**config.mk**
```make
export PLATFORM = sky130hd
export DESIGN_NAME = box_fill_engine
export DESIGN_NICKNAME = d
export VERILOG_FILES = /design/src/rtl/box_fill_engine.sv
export SDC_FILE = /design/constraint.sdc
export NUM_CORES = 1
export LEC_CHECK = 0
export ABC_AREA = 1
export CORE_MARGIN = 3
export CORE_UTILIZATION = 40
export DETAILED_ROUTE_END_ITERATION = 10
export PLACE_DENSITY_LB_ADDON = 0.25
export REMOVE_ABC_BUFFERS = 1
export SYNTH_ARGS = -nofsm -noshare
export SYNTH_HDL_FRONTEND = slang
export SYNTH_SLANG_ARGS = --single-unit
```
**constraint.sdc**
```tcl
create_clock -name clk -period 2.05 [get_ports clk]
set_clock_uncertainty 0.05 [all_clocks]
set_input_delay 0.205 -clock clk [delete_from_list [all_inputs] [get_ports clk]]
set_output_delay 0.205 -clock clk [all_outputs]
set_load 0.03 [all_outputs]
```
**src/rtl/box_fill_engine.sv**
```systemverilog
// box_fill_engine: rectangle-draw engine for the frame-buffer write path.
// A start pulse captures a box and a colour. The engine clips the box to the
// screen and then streams one pixel write per accepted cycle, in raster order.
// Mode 0 fills the whole box. Mode 1 writes only the outline.
//
// Ports:
//   clk, resetn          rising-edge clock; asynchronous active-low reset
//   start                one-cycle draw request, sampled only in IDLE
//   x_left/x_right       box columns, inclusive
//   y_top/y_bottom       box rows, inclusive
//   colour, mode         pixel colour; 0 = solid fill, 1 = outline only
//   wr_ready             write port accepts the current pixel this cycle
//   wr_en/x_out/y_out/col_out  pixel write request and payload
//   busy                 high while a box is being drawn
//   done/err             one-cycle completion pulse; err = box rejected
module box_fill_engine #(
   parameter int unsigned X_W   = 8,
   parameter int unsigned Y_W   = 7,
   parameter int unsigned COL_W = 3,
   parameter int unsigned X_MAX = 159,
   parameter int unsigned Y_MAX = 119
) (
   input  logic             clk,
   input  logic             resetn,
   input  logic             start,
   input  logic [X_W-1:0]   x_left,
   input  logic [X_W-1:0]   x_right,
   input  logic [Y_W-1:0]   y_top,
   input  logic [Y_W-1:0]   y_bottom,
   input  logic [COL_W-1:0] colour,
   input  logic             mode,
   input  logic             wr_ready,
   output logic             wr_en,
   output logic [X_W-1:0]   x_out,
   output logic [Y_W-1:0]   y_out,
   output logic [COL_W-1:0] col_out,
   output logic             busy,
   output logic             done,
   output logic             err
);

   typedef enum logic [1:0] {
      IDLE = 2'd0,
      SCAN = 2'd1,
      DONE = 2'd2
   } state_t;

   localparam logic [X_W-1:0] X_LIM = X_W'(X_MAX);
   localparam logic [Y_W-1:0] Y_LIM = Y_W'(Y_MAX);

   state_t           state_q, state_d;
   logic [X_W-1:0]   x_q, x_d, xl_q, xl_d, r_q, r_d;
   logic [Y_W-1:0]   y_q, y_d, yt_q, yt_d, b_q, b_d;
   logic [COL_W-1:0] col_q, col_d;
   logic             mode_q, mode_d;
   logic             wr_en_q, wr_en_d;
   logic             busy_q, busy_d;
   logic             done_q, done_d;
   logic             err_q, err_d;

   logic [X_W-1:0]   clip_r_c;
   logic [Y_W-1:0]   clip_b_c;
   logic             mid_row_c;

   // Clip the right and bottom edges of the incoming box to the screen.
   assign clip_r_c = (x_right > X_LIM) ? X_LIM : x_right;
   assign clip_b_c = (y_bottom > Y_LIM) ? Y_LIM : y_bottom;

   // In outline mode, rows strictly between top and bottom skip their interior.
   assign mid_row_c = mode_q && (y_q > yt_q) && (y_q < b_q);

   // State and output registers.
   always_ff @(posedge clk or negedge resetn) begin
      if (!resetn) begin
         state_q <= IDLE;
         x_q     <= '0;
         y_q     <= '0;
         xl_q    <= '0;
         r_q     <= '0;
         yt_q    <= '0;
         b_q     <= '0;
         col_q   <= '0;
         mode_q  <= 1'b0;
         wr_en_q <= 1'b0;
         busy_q  <= 1'b0;
         done_q  <= 1'b0;
         err_q   <= 1'b0;
      end else begin
         state_q <= state_d;
         x_q     <= x_d;
         y_q     <= y_d;
         xl_q    <= xl_d;
         r_q     <= r_d;
         yt_q    <= yt_d;
         b_q     <= b_d;
         col_q   <= col_d;
         mode_q  <= mode_d;
         wr_en_q <= wr_en_d;
         busy_q  <= busy_d;
         done_q  <= done_d;
         err_q   <= err_d;
      end
   end

   // Next-state, scan counters and the next value of each registered output.
   always_comb begin
      state_d = state_q;
      x_d     = x_q;
      y_d     = y_q;
      xl_d    = xl_q;
      r_d     = r_q;
      yt_d    = yt_q;
      b_d     = b_q;
      col_d   = col_q;
      mode_d  = mode_q;
      wr_en_d = 1'b0;
      busy_d  = 1'b0;
      done_d  = 1'b0;
      err_d   = 1'b0;

      unique case (state_q)
         IDLE: begin
            if (start) begin
               xl_d   = x_left;
               yt_d   = y_top;
               r_d    = clip_r_c;
               b_d    = clip_b_c;
               col_d  = colour;
               mode_d = mode;
               if ((x_left > clip_r_c) || (y_top > clip_b_c)) begin
                  // Rejected box: report it without issuing any write.
                  state_d = DONE;
                  done_d  = 1'b1;
                  err_d   = 1'b1;
               end else begin
                  x_d     = x_left;
                  y_d     = y_top;
                  state_d = SCAN;
                  wr_en_d = 1'b1;
                  busy_d  = 1'b1;
               end
            end
         end

         SCAN: begin
            wr_en_d = 1'b1;
            busy_d  = 1'b1;
            if (wr_ready) begin
               if ((x_q == r_q) && (y_q == b_q)) begin
                  state_d = DONE;
                  wr_en_d = 1'b0;
                  busy_d  = 1'b0;
                  done_d  = 1'b1;
               end else if (x_q == r_q) begin
                  x_d = xl_q;
                  y_d = y_q + Y_W'(1);
               end else if (mid_row_c && (x_q == xl_q)) begin
                  x_d = r_q;
               end else begin
                  x_d = x_q + X_W'(1);
               end
            end
         end

         DONE: begin
            state_d = IDLE;
         end

         default: begin
            state_d = IDLE;
         end
      endcase
   end

   assign wr_en   = wr_en_q;
   assign x_out   = x_q;
   assign y_out   = y_q;
   assign col_out = col_q;
   assign busy    = busy_q;
   assign done    = done_q;
   assign err     = err_q;

endmodule

```
### Word level (Yosys, flattened, before mapping)

Cells that the tools add are included.
Widths: inputs -> output; s select.

| cells by class | value |
|---|---|
| equal/unequal tests | 10 |
| muxes and demuxes | 31 |
| add/sub/neg operators | 2 |
| reductions and logical operators | 11 |
| order comparisons | 6 |

Operators with widths:

| kind | number |
|---|---|
| $mux 8 | 7 |
| $mux 7 | 6 |
| $eq 8x8->1 | 2 |
| $pmux 8 s2 | 1 |
| $gt 7x7->1 | 2 |
| $pmux 7 s2 | 1 |
| $ne 2x2->1 const B | 6 |
| $mux 1 | 9 |
| $add 8x1->8 const B | 1 |
| $gt 8x8->1 | 1 |
| $gt 8x8->1 const B | 1 |
| $mux 2 | 4 |
| $add 7x1->7 const B | 1 |
| $eq 7x7->1 | 1 |
| $gt 7x7->1 const B | 1 |
| $lt 7x7->1 | 1 |
| $reduce_and 6->1 | 1 |
| $reduce_and 5->1 | 1 |
| $logic_and 1x1->1 | 4 |
| $pmux 1 s2 | 2 |
| $pmux 2 s2 | 1 |
| $reduce_and 3->1 | 1 |
| $eq 2x1->1 const B | 1 |
| $logic_not 2->1 | 1 |
| 3 further kinds | 3 |

| storage, ports and cells | value |
|---|---|
| bits of input ports | 38 |
| output and inout bits | 22 |
| flip-flop bits (word level) | 54 |

### Logic depth before layout (Yosys ltp)

| logic depth | value |
|---|---|
| depth in word-level cells | 9 |
| mapped depth | 18 |

### Worst setup path after synthesis

OpenSTA, ideal clock, no wires.

| path | value |
|---|---|
| path type | reg-to-reg |
| start point | reg y_q[2], in the netlist y_out[2] |
| end point | reg x_q[6], in the netlist x_out[6] |
| stages on the path, launching flop included | 13 |
| slack | 0.001 ns |
| arrival | 1.882 ns |
| clock period less this slack | 2.049 ns |
| required time | 1.883 ns |
| cell sequence | dfrtp_1 -> ha_1 -> a21oi_1 -> o21ai_1 -> a21o_1 -> nor2_1 -> nand2_1 -> nand2_1 -> nand3_1 -> nand2_1 -> nand2_1 -> nand2_1 -> nand2_1 |

| between the ends | value |
|---|---|
| word-level cells in the longest chain between the ends | 9 |
| elaborated cells between the ends (all ways) | 14 |
| classes of those cells | 2 x order compare; 2 x eq/ne; 5 x mux; 5 x reduce/logical |

Ends and longest elaborated chain:

| what | RTL line | source |
|---|---|---|
| from (decl) | 53 | `logic [Y_W-1:0] y_q, y_d, yt_q, yt_d, b_q, b_d;` |
| from (signal assigned) | 91 | `y_q <= y_d;` |
| $gt 7x7->1 | 70 | `assign mid_row_c = mode_q && (y_q > yt_q) && (y_q < b_q);` |
| $logic_and 1x1->1 (2 in a row) | 70 |  |
| $logic_and 1x1->1 | 157 | `end else if (mid_row_c && (x_q == xl_q)) begin` |
| $mux 8 | 157 |  |
| $mux 8 | 154 | `end else if (x_q == r_q) begin` |
| $mux 8 | 149 | `if ((x_q == r_q) && (y_q == b_q)) begin` |
| $mux 8 | 148 | `if (wr_ready) begin` |
| $pmux 8 s2 | 121 | `unique case (state_q)` |
| to (signal assigned) | 76 | `x_q <= '0;` |
| to (signal assigned) | 90 | `x_q <= x_d;` |
| to (decl) | 52 | `logic [X_W-1:0] x_q, x_d, xl_q, xl_d, r_q, r_d;` |

Several ways; a longest one is shown, not always the timed one. The select of a mux whose other input is x is not followed.
A chain may end at the register's enable or synchronous reset.

### Worst setup path after layout

| path | value |
|---|---|
| start point | reg y_q[4], in the netlist y_out[4] |
| end point | reg x_q[4], in the netlist x_out[4] |

The elaborated chain is that of the path after synthesis.

==> impl_metrics.csv <==
group,metric,value,unit
cts,cts_buffer_depth,2,
global_routing,grt_pass1_vias,3737,
final_layout,final_cell_mix,"nand2_1 (163), inv_1 (51), buf_4 (49)",
cts,clock_latency,0.31,ns
setup_path,crit_family,"simple AND/OR/NAND/NOR gates",
final_layout,diodes,0,
sta,maxSlewViolCount,0,
placed_design,place.gp.congestion,0.890,
setup_path,start_kind,"flip-flop",
synth,ys_ff_latch,54,
die,ios,60,
cts,htreeDepth,2,
cts,numCtsBuffers,5,
final_layout,drive_gt1_share,23.2,%
synth,yosysUniqueCellTypes,37,
global_routing,grt_use_total,20.7,%
synth,synth_warnings,0,
detailed_routing,routed_wirelength,11200,um
die,row_count,35,
synth,syn-instance-count,534,
global_routing,overflow,0,
setup_path,slowest_stage,"dfrtp_1",
global_routing,antenna_found_initial,0,
detailed_routing,drt_iter0_markers,281,
run_status,status,"finished clean",
final_layout,postLayoutCellArea,5300,um2
cts,root_buffer,"clkbuf_8",
global_routing,grt_max_degree,36,
sta,period_share,95.9,%
synth,syn_avg_cell_area,7.19,um2
sta,fmax,509,MHz
placed_design,pre_cts_slack,-0.670,ns
cts,clk_pin_slew_worst_paths,0.11,ns
setup_path,path_cells,"ha_1 > a21oi_1 > o21ai_0 > a21o_1 > nor2_4 > buf_4 > nand3_1 > nand3_1 > nand2_1 > nand2_1 > nand2_1 > nand2_1",
synth,synth_area,3840,um2
setup_path,worstPathArrival,2.16,ns
sta,setup_ws,0.0850,ns
pwr,p_leak,2.62,nW
setup_path,slowest_delay,0.45,ns
sta,grt_setup_unrepaired,"true",
detailed_routing,dr_total_vias,3845,
die,core,9280,um2
synth,yosysTopAreaCell,"dfrtp_1",
placed_design,dp_hpwl,8460,um
pwr,swShare,48.3,%
pwr,sequentialPowerShare,27.5,%
final_layout,area_growth,37.9,%
die,die_w,104,um
sta,setup-violations-final,0,
pwr,peakVddDrop,0.000685,V
setup_path,critPathKind,"reg2reg",
synth,yosys-top-cells-area,"dfrtp_1 (35%), nand2_1 (17%), ha_1 (9.8%), inv_1 (5.4%), o21ai_0 (4.7%)",
pwr,p_comb_share,62.2,%
placed_design,port_buffers,59,
pwr,power.switching,3.56,mW
global_routing,grt_pass1_wl,18300,um
pwr,p_int,3.81,mW
cts,clkSinkCount,54,
final_layout,finalNetCount,709,
placed_design,dp_cells,757,
detailed_routing,wl_per_cell,14.6,um
sta,slew_headroom,69.4,%
setup_path,setup.worst_path.end_class,"flip-flop",
pwr,p_per_area,1390,nW/um2
detailed_routing,drcViolationCount,0,
cts,cts_tree,"done",
setup_path,critPathMaxFanout,4,
final_layout,instances_no_fill,770,
die,dieArea,10800,um2
detailed_routing,ant_nets,0,
die,start_util,41.4,%
setup_path,cp_num_buf_inv,1,
synth,ys_seq_area_share,35.2,%
final_layout,seq_area,1360,um2
detailed_routing,drt_first_pass_iters,5,
setup_path,required,2.24,ns
sta,min_period,1.97,ns
placed_design,place_area,4890,um2
die,die_h,104,um
sta,hold_slack,0.126,ns
final_layout,fill_cells,899,
setup_path,crit_top_cell,"nand2_1",
sta,worstMarginPinSlew,0.459,ns
hold_path,hold_class,"in2reg",
sta,finalHoldViolCount,0,
synth,synth_top_area_share,35.2,%
run,cap_violations,0,
pwr,pwr-share-clk,10.3,%
final_layout,mostFrequentLayoutCell,"nand2_1",
final_layout,multiInputGateArea,2420,um2
detailed_routing,routed_via_density,4.99,
[logic make-up (layout without fill, tap and decap cells)]
group | after synthesis | count (layout) | share of synthesized area [%]
compound gates | 72 | 72 | 9.93
xor+xnor | 14 | 14 | 3.19
fa+ha+maj | 30 | 30 | 9.77
buf+inv | 83 | 188 | 8.37
flops | 54 | 54 | 35.2
simple gates | 281 | 283 | 33.6
[layout make-up]
| class | count | area share [%] |
|---|---|---|
| Inverter | 71 | 5.13 |
| Sequential cell | 54 | 25.7 |
| Multi-Input combinational cell | 399 | 45.7 |
| Timing Repair Buffer | 110 | 18.2 |
| Clock buffer | 6 | 1.56 |
| Tap cell | 129 | 3.05 |
| Clock inverter | 1 | 0.567 |
[Yosys cell counts]
cell type and n:
or2_2 3, nand2_4 1, clkinv_1 3, o21ai_1 7, or2_0 1, a21o_1 2
and2_4 1, nand3b_1 1, nand2_8 2, nand2_2 6, nand4_1 13, o21ai_0 36
a21oi_2 1, nand3_2 1, inv_2 12, buf_2 3, buf_4 1, nor2_2 1
xor2_1 10, nor2_1 35, xnor2_1 4, a211oi_1 1, nor3_2 1, inv_4 1
nand3_1 26, dfrtp_1 54, nand3_4 1, nand2_1 172, clkbuf_1 8, nor2_8 1
o22ai_1 6, nor2_4 5, o211ai_1 1, ha_1 30, a21oi_1 18, inv_1 55
nor3_1 10
[metrics by stage]
| stage | setup TNS, ns | util [%] | power, mW |
|---|---|---|---|
| after floorplan | -0.0170 | - | 4.67 |
| after global placement | -11.49 | 52.7 | 6.09 |
| after detailed placement | -12.58 | 52.7 | 6.20 |
| after CTS | 0 | 55.3 | 7.07 |
| after global routing | -0.268 | 57.0 | 7.99 |
| final | 0 | 57.0 | 7.37 |
[registers in the layout, indices dropped and copies added (netlist names)]
signal / flops
col_out: 3
err: 1
y_out: 7
mode_q: 1
yt_q: 7
busy: 1
xl_q: 8
b_q: 7
r_q: 8
done: 1
x_out: 8
state_q: 2
[final timing paths]
| check | slack (ns) | start | cells past startpoint | to |
|---|---|---|---|---|
| min | 0.13 | x_right[6] | 3 | r_q[6] |
| max reg2reg | 0.08 | y_out[4] | 12 | x_out[4] |
| min in group asynchronous | 0.31 | resetn | 2 | r_q[5] |
| max in group asynchronous | 0.94 | resetn | 3 | x_out[4] |
| min reg2reg | 0.44 | col_out[0] | 2 | col_out[0] |
| max | 0.08 | y_out[4] | 12 | x_out[4] |
[routing by layer]
| metal | vias up | global-route usage, % | routed length (um) |
|---|---|---|---|
| li1 | 1937 | - | - |
| met1 | 1780 | 30.0 | 5410 |
| met4 | 0 | 5.41 | 180 |
| met3 | 14 | 2.67 | 489 |
| met2 | 114 | 32.6 | 5130 |
| met5 | - | 0 | 0 |
[worst reg2reg max path: cells and delay by family (launching register included)]
kind	cells	cell delay, ns
compound gates	3	0.42
fa+ha+maj	1	0.36
buf+inv	1	0.14
flops	1	0.45
simple gates	7	0.48
[repair_timing]
action | CTS | global route
hold endpoints to repair | 16 | 0
pin swaps | 16 | 22
gates cloned | 2 | 0
buffers inserted | 3 | 1
gates resized for setup | 30 | 47
endpoints found under the setup margin | 20 | 18
hold buffers | 1 | 0
[power groups by stage]
stage	registers [mW]	clock network, mW	logic (mW)
finish	2.03	0.759	4.58
global route	2.09	0.812	5.09
CTS	1.99	0.768	4.31
detailed placement	2.01	0	4.20
global placement	2.00	0	4.10
floorplan	2.32	0	2.35
Power figures use the tool's default switching activity.
==> RTL change 1 (config.mk and constraints unchanged) <==
Re-encode `state_t` (3 states) as one-hot, 3 bits wide.
--- a/src/rtl/box_fill_engine.sv
+++ b/src/rtl/box_fill_engine.sv
@@ -40,8 +40,8 @@
 );
 
-   typedef enum logic [1:0] {
-      IDLE = 2'd0,
-      SCAN = 2'd1,
-      DONE = 2'd2
+   typedef enum logic [2:0] {
+      IDLE = 3'b001,
+      SCAN = 3'b010,
+      DONE = 3'b100
    } state_t;
 
Check against the original RTL: no difference found for any inputs over 4 cycles, from zero or initial values and one cycle with resetn low; so few cycles prove little.
==> RTL change 1 against the unedited design <==
Synthesized area up 3.6%; fmax down 3.8%; sequential cell count up 1; cell area up 4.0%; routed wire length up 0.24%; first-iteration DRC count down 28%; total power up 8.8%; global-route usage down 1.3 points; setup slack worse by 78 ps; critical path type unchanged; critical endpoint is now x_out[6]; highest routed layer unchanged.
==> RTL change 1: results (changes against the unedited design) <==
- Status: complete, no violations (unchanged)
- Pre-CTS WS: -841.9 ps (was -670.1 ps)
- Synth top cells by count: nand2_1, inv_1, dfrtp_1, o21ai_0, nor2_1 (unchanged)
- Avg Cell Area, Syn: 7.316 um2 (was 7.193 um2)
- All-Layer GR Usage: 19.43% (was 20.71%)
- Arr. time, crit path: 2210 ps (was 2160 ps)
- Static leakage: 2.689 nW (was 2.617 nW)
- Global routing usage on met3: 2.633% (was 2.669%)
- Placed Area: 0.005026 mm2 (was 0.004888 mm2)
- Hold Slack: 234.2 ps (was 125.8 ps)
- # Post-CTS Setup Buffers: 5 (was 3)
- Achievable frequency: 489.5 MHz (was 508.9 MHz)
- Resized Gates After CTS: 31 (was 30)
- Via density: 5.013 (was 4.994)
- Cells after DPL: 768 (was 757)
- Sequential share of the synthesized area: 34.61% (was 35.18%)
- Vias in the first global route: 3,633 (was 3,737)
- Post-DP HPWL: 8352 um (was 8462 um)
- Wl on met1: 5208 um (was 5411 um)
- Multi-input gate area: 0.002567 mm2 (was 0.002422 mm2)
- Max-slew headroom at the worst pin: 76.19% (was 69.42%)
- R2r setup slk: 7 ps (was 80 ps)
- Net Switching: 4.004 mW (was 3.560 mW)
- Unique masters post-synth: 40 (was 37)
- First-pass GRT wire length: 17,660 um (was 18,270 um)
- Metal3 WL: 638 um (was 489 um)
- Largest cells by area after synthesis: dfrtp_1, nand2_1, ha_1 (unchanged)
- Met2 global-route usage: 30.92% (was 32.64%)
- RePlAce Congestion: 0.9122 (was 0.8902)
- DRT iter0 DRCs: 202 (was 281)
-- RTL change 1: worst paths after layout --
path                            start         end  cells past startpoint
setup / recovery             y_out[3]    x_out[6]                     13
hold / removal             x_right[7]      r_q[6]                      5
setup reg to reg             y_out[3]    x_out[6]                     13
hold reg to reg            col_out[2]  col_out[2]                      2
max in group asynchronous      resetn  state_q[0]                      3
min in group asynchronous      resetn  col_out[2]                      2
-- RTL change 1: cell families after synthesis --
logic type	after synthesis	share of synthesized area, %
flip-flops	55	34.61
XOR/XNOR	14	3.081
AO/OA/AOI/OAI	72	10.03
buffers and inverters	85	8.991
AND/OR/NAND/NOR	288	33.86
adder cells (fa/ha/maj)	30	9.431
-- RTL change 1: layout make-up --
class | instances | share of cell area (%)
inverter | 71 | 4.885
timing repair buffer | 118 | 18.90
clock buffer | 7 | 1.386
multi-input combinational | 404 | 46.63
tap | 129 | 2.931
sequential | 55 | 25.18
clock inverter | 1 | 0.09089
==> RTL change 2 (same settings) <==
Made on the original files. `Y_MAX`: 119 -> 59.
--- a/src/rtl/box_fill_engine.sv
+++ b/src/rtl/box_fill_engine.sv
@@ -19,5 +19,5 @@
    parameter int unsigned COL_W = 3,
    parameter int unsigned X_MAX = 159,
-   parameter int unsigned Y_MAX = 119
+   parameter int unsigned Y_MAX = 59
 ) (
    input  logic             clk,
Formal check against the unedited RTL: not equivalent (a bounded check fails within 4 cycles, from zero or initial values and one cycle with resetn low).
==> RTL change 2 against the unedited design <==
Cell area grew 0.28%; routed wire length shrank 9.8%; combinational power down 4%; sequential cell count unchanged; hold slack better by 100 ps; setup slack improved by 2.2 ps; total power is 1.1% lower; final cell count is 1.4% higher; count of clock-buffer cells in the layout did not move; clock power rose by 17%; non-clock buffer count increased by 9; global-route usage is 1.7 points lower; synthesized area decreased by 1.3%; critical path type is now primary input to flop; highest routed layer unchanged.
==> RTL change 2: results (changes against the unedited design) <==
- CP max FO: 7 (was 4)
- TritonCTS buffer count: 5 (unchanged)
- Cells after DPL: 764 (was 757)
- Number of fill cells: 814 (was 899)
- Sequential share of the synthesized area: 35.66% (was 35.18%)
- Via density: 4.759 (was 4.994)
- Drt first pass iters: 4 (was 5)
- Int Power: 3.882 mW (was 3.807 mW)
- Worst-path clk slew: 100 ps
- Hold Crit Class: primary input to flop (unchanged)
- Synth top cells by count: nand2_1, inv_1, dfrtp_1, nor2_1, o21ai_0 (was nand2_1, inv_1, dfrtp_1, o21ai_0, nor2_1)
- Max-slew headroom at the worst pin: 59.34% (was 69.42%)
- Largest cells by area after synthesis: dfrtp_1, nand2_1, ha_1 (unchanged)
- RePlAce Congestion: 0.8556 (was 0.8902)
- Clk pwr share: 12.1% (was 10.3%)
- Initial antenna violation count: 0 (unchanged)
- Wire per inst: 12.95 um (was 14.56 um)
- Post-DP HPWL: 7319 um (was 8462 um)
- DR vias: 3,717 (was 3,845)
- Nets: 723 (was 709)
- Mapped Cells: 543 (was 534)
- Synth area leader: dfrtp_1 (unchanged)
- Seq pwr share: 27.5% (about the same)
- H-tree levels: 2 (unchanged)
- Peak supply drop: 0.9096 mV (was 0.6852 mV)
- Status: complete, no violations (unchanged)
- Vias in the first global route: 3,651 (was 3,737)
- Static leakage: 2.751 nW (was 2.617 nW)
- DRT iter0 DRCs: 105 (was 281)
- Root Driver: clkbuf_8 (unchanged)
- Clk. pwr: 0.885 mW (was 0.759 mW)
- Share of cells above drive strength 1: 21.68% (was 23.24%)
- All-Layer GR Usage: 19.00% (was 20.71%)
- Unique masters post-synth: 36 (was 37)
- Clk_lat worst skew: 310 ps (about the same)
- First-pass GRT wire length: 16,150 um (was 18,270 um)
- Pin count of the biggest net entering global routing: 39 (was 36)
- Async SR Flop Fraction: 100.0% (unchanged)
-- RTL change 2: changes by cell type in the layout (fill, tap and decap cells not counted), sizes merged, moves of 5 or more --
cell,delta
dlygate4sd2,-5
clkinv,+5
nor2,+10
nor3,-8
nand3,-11
inv,+13
buf,+12
nand2,-6
o21ai,+8
nand4,-10
-- RTL change 2: repair_timing --
action                                 CTS  global route
endpoints found under the hold margin   23             0
hold buffers                             1             0
setup endpoints to repair               20            17
setup buffers                            4             5
cloned                                   1             0
gates resized for setup                 44            44
pin swaps                               15            19
-- RTL change 2: area by class of cell --
class	count	area share, %
flip-flops and latches	54	25.49
clock inverters	2	1.131
multi-input cells	385	42.72
inverters	89	6.291
clock buffers	6	1.555
well taps	126	2.969
repair buffers	119	19.84
-- RTL change 2: cell families (layout without fill, tap and decap cells) --
logic type      after synthesis  in the layout  share of synthesized area, %
fa+ha+maj                    31             31                         10.23
flops                        54             54                         35.66
xor+xnor                     14             14                         3.235
simple gates                259            259                         28.36
buf+inv                     104            216                         10.73
other cells                   1              1                       0.09895
compound gates               80             80                         11.69
-- RTL change 2: through the flow --
step / setup TNS, ps / area (um2) / utilization (%) / setup slack (ps)
after floorplan: -30050 / 3717 / - / -1206
after global placement: -11910 / 4871 / 54.27 / -676.9
after detailed placement: -11660 / 4871 / 54.27 / -688.6
after CTS: 0 / 5157 / 57.46 / 6.849
after global routing: -361.0 / 5310 / 59.16 / -44.08
final: 0 / 5310 / 59.16 / 87.17
-- RTL change 2: final timing paths --
check	slack, ps	startpoint	endpoint	cells after the start
worst max-delay path	90	y_bottom[5]	y_out[3]	19
worst min-delay path	230	x_right[7]	r_q[7]	4
worst max register to register	130	y_out[6]	x_out[5]	11
worst min register to register	430	mode_q	mode_q	2
max in group asynchronous	980	resetn	y_out[6]	3
min in group asynchronous	380	resetn	xl_q[7]	2
-- RTL change 2: critical path: stages --
cell and delay, ps:
buf_2 100, nand2_1 50, inv_1 40, a31oi_2 200, inv_2 90, nor2_4 140
ha_4 210, a21oi_2 130, nor2_1 70, nor2_1 120, nand2_1 70, nand2_2 80
nand2_4 60, nand2_4 90, nand2_4 50, a21oi_4 150, buf_6 160, nand2_2 50
o21ai_1 70
-- RTL change 2: layer usage --
metal	vias to the layer above	track usage [%]	part of all wire, %
met3	17	2.884	3.7
met4	0	5.179	1.9
met5	-	0	0
li1	1903	-	-
met2	82	33.24	48
met1	1715	24.37	47
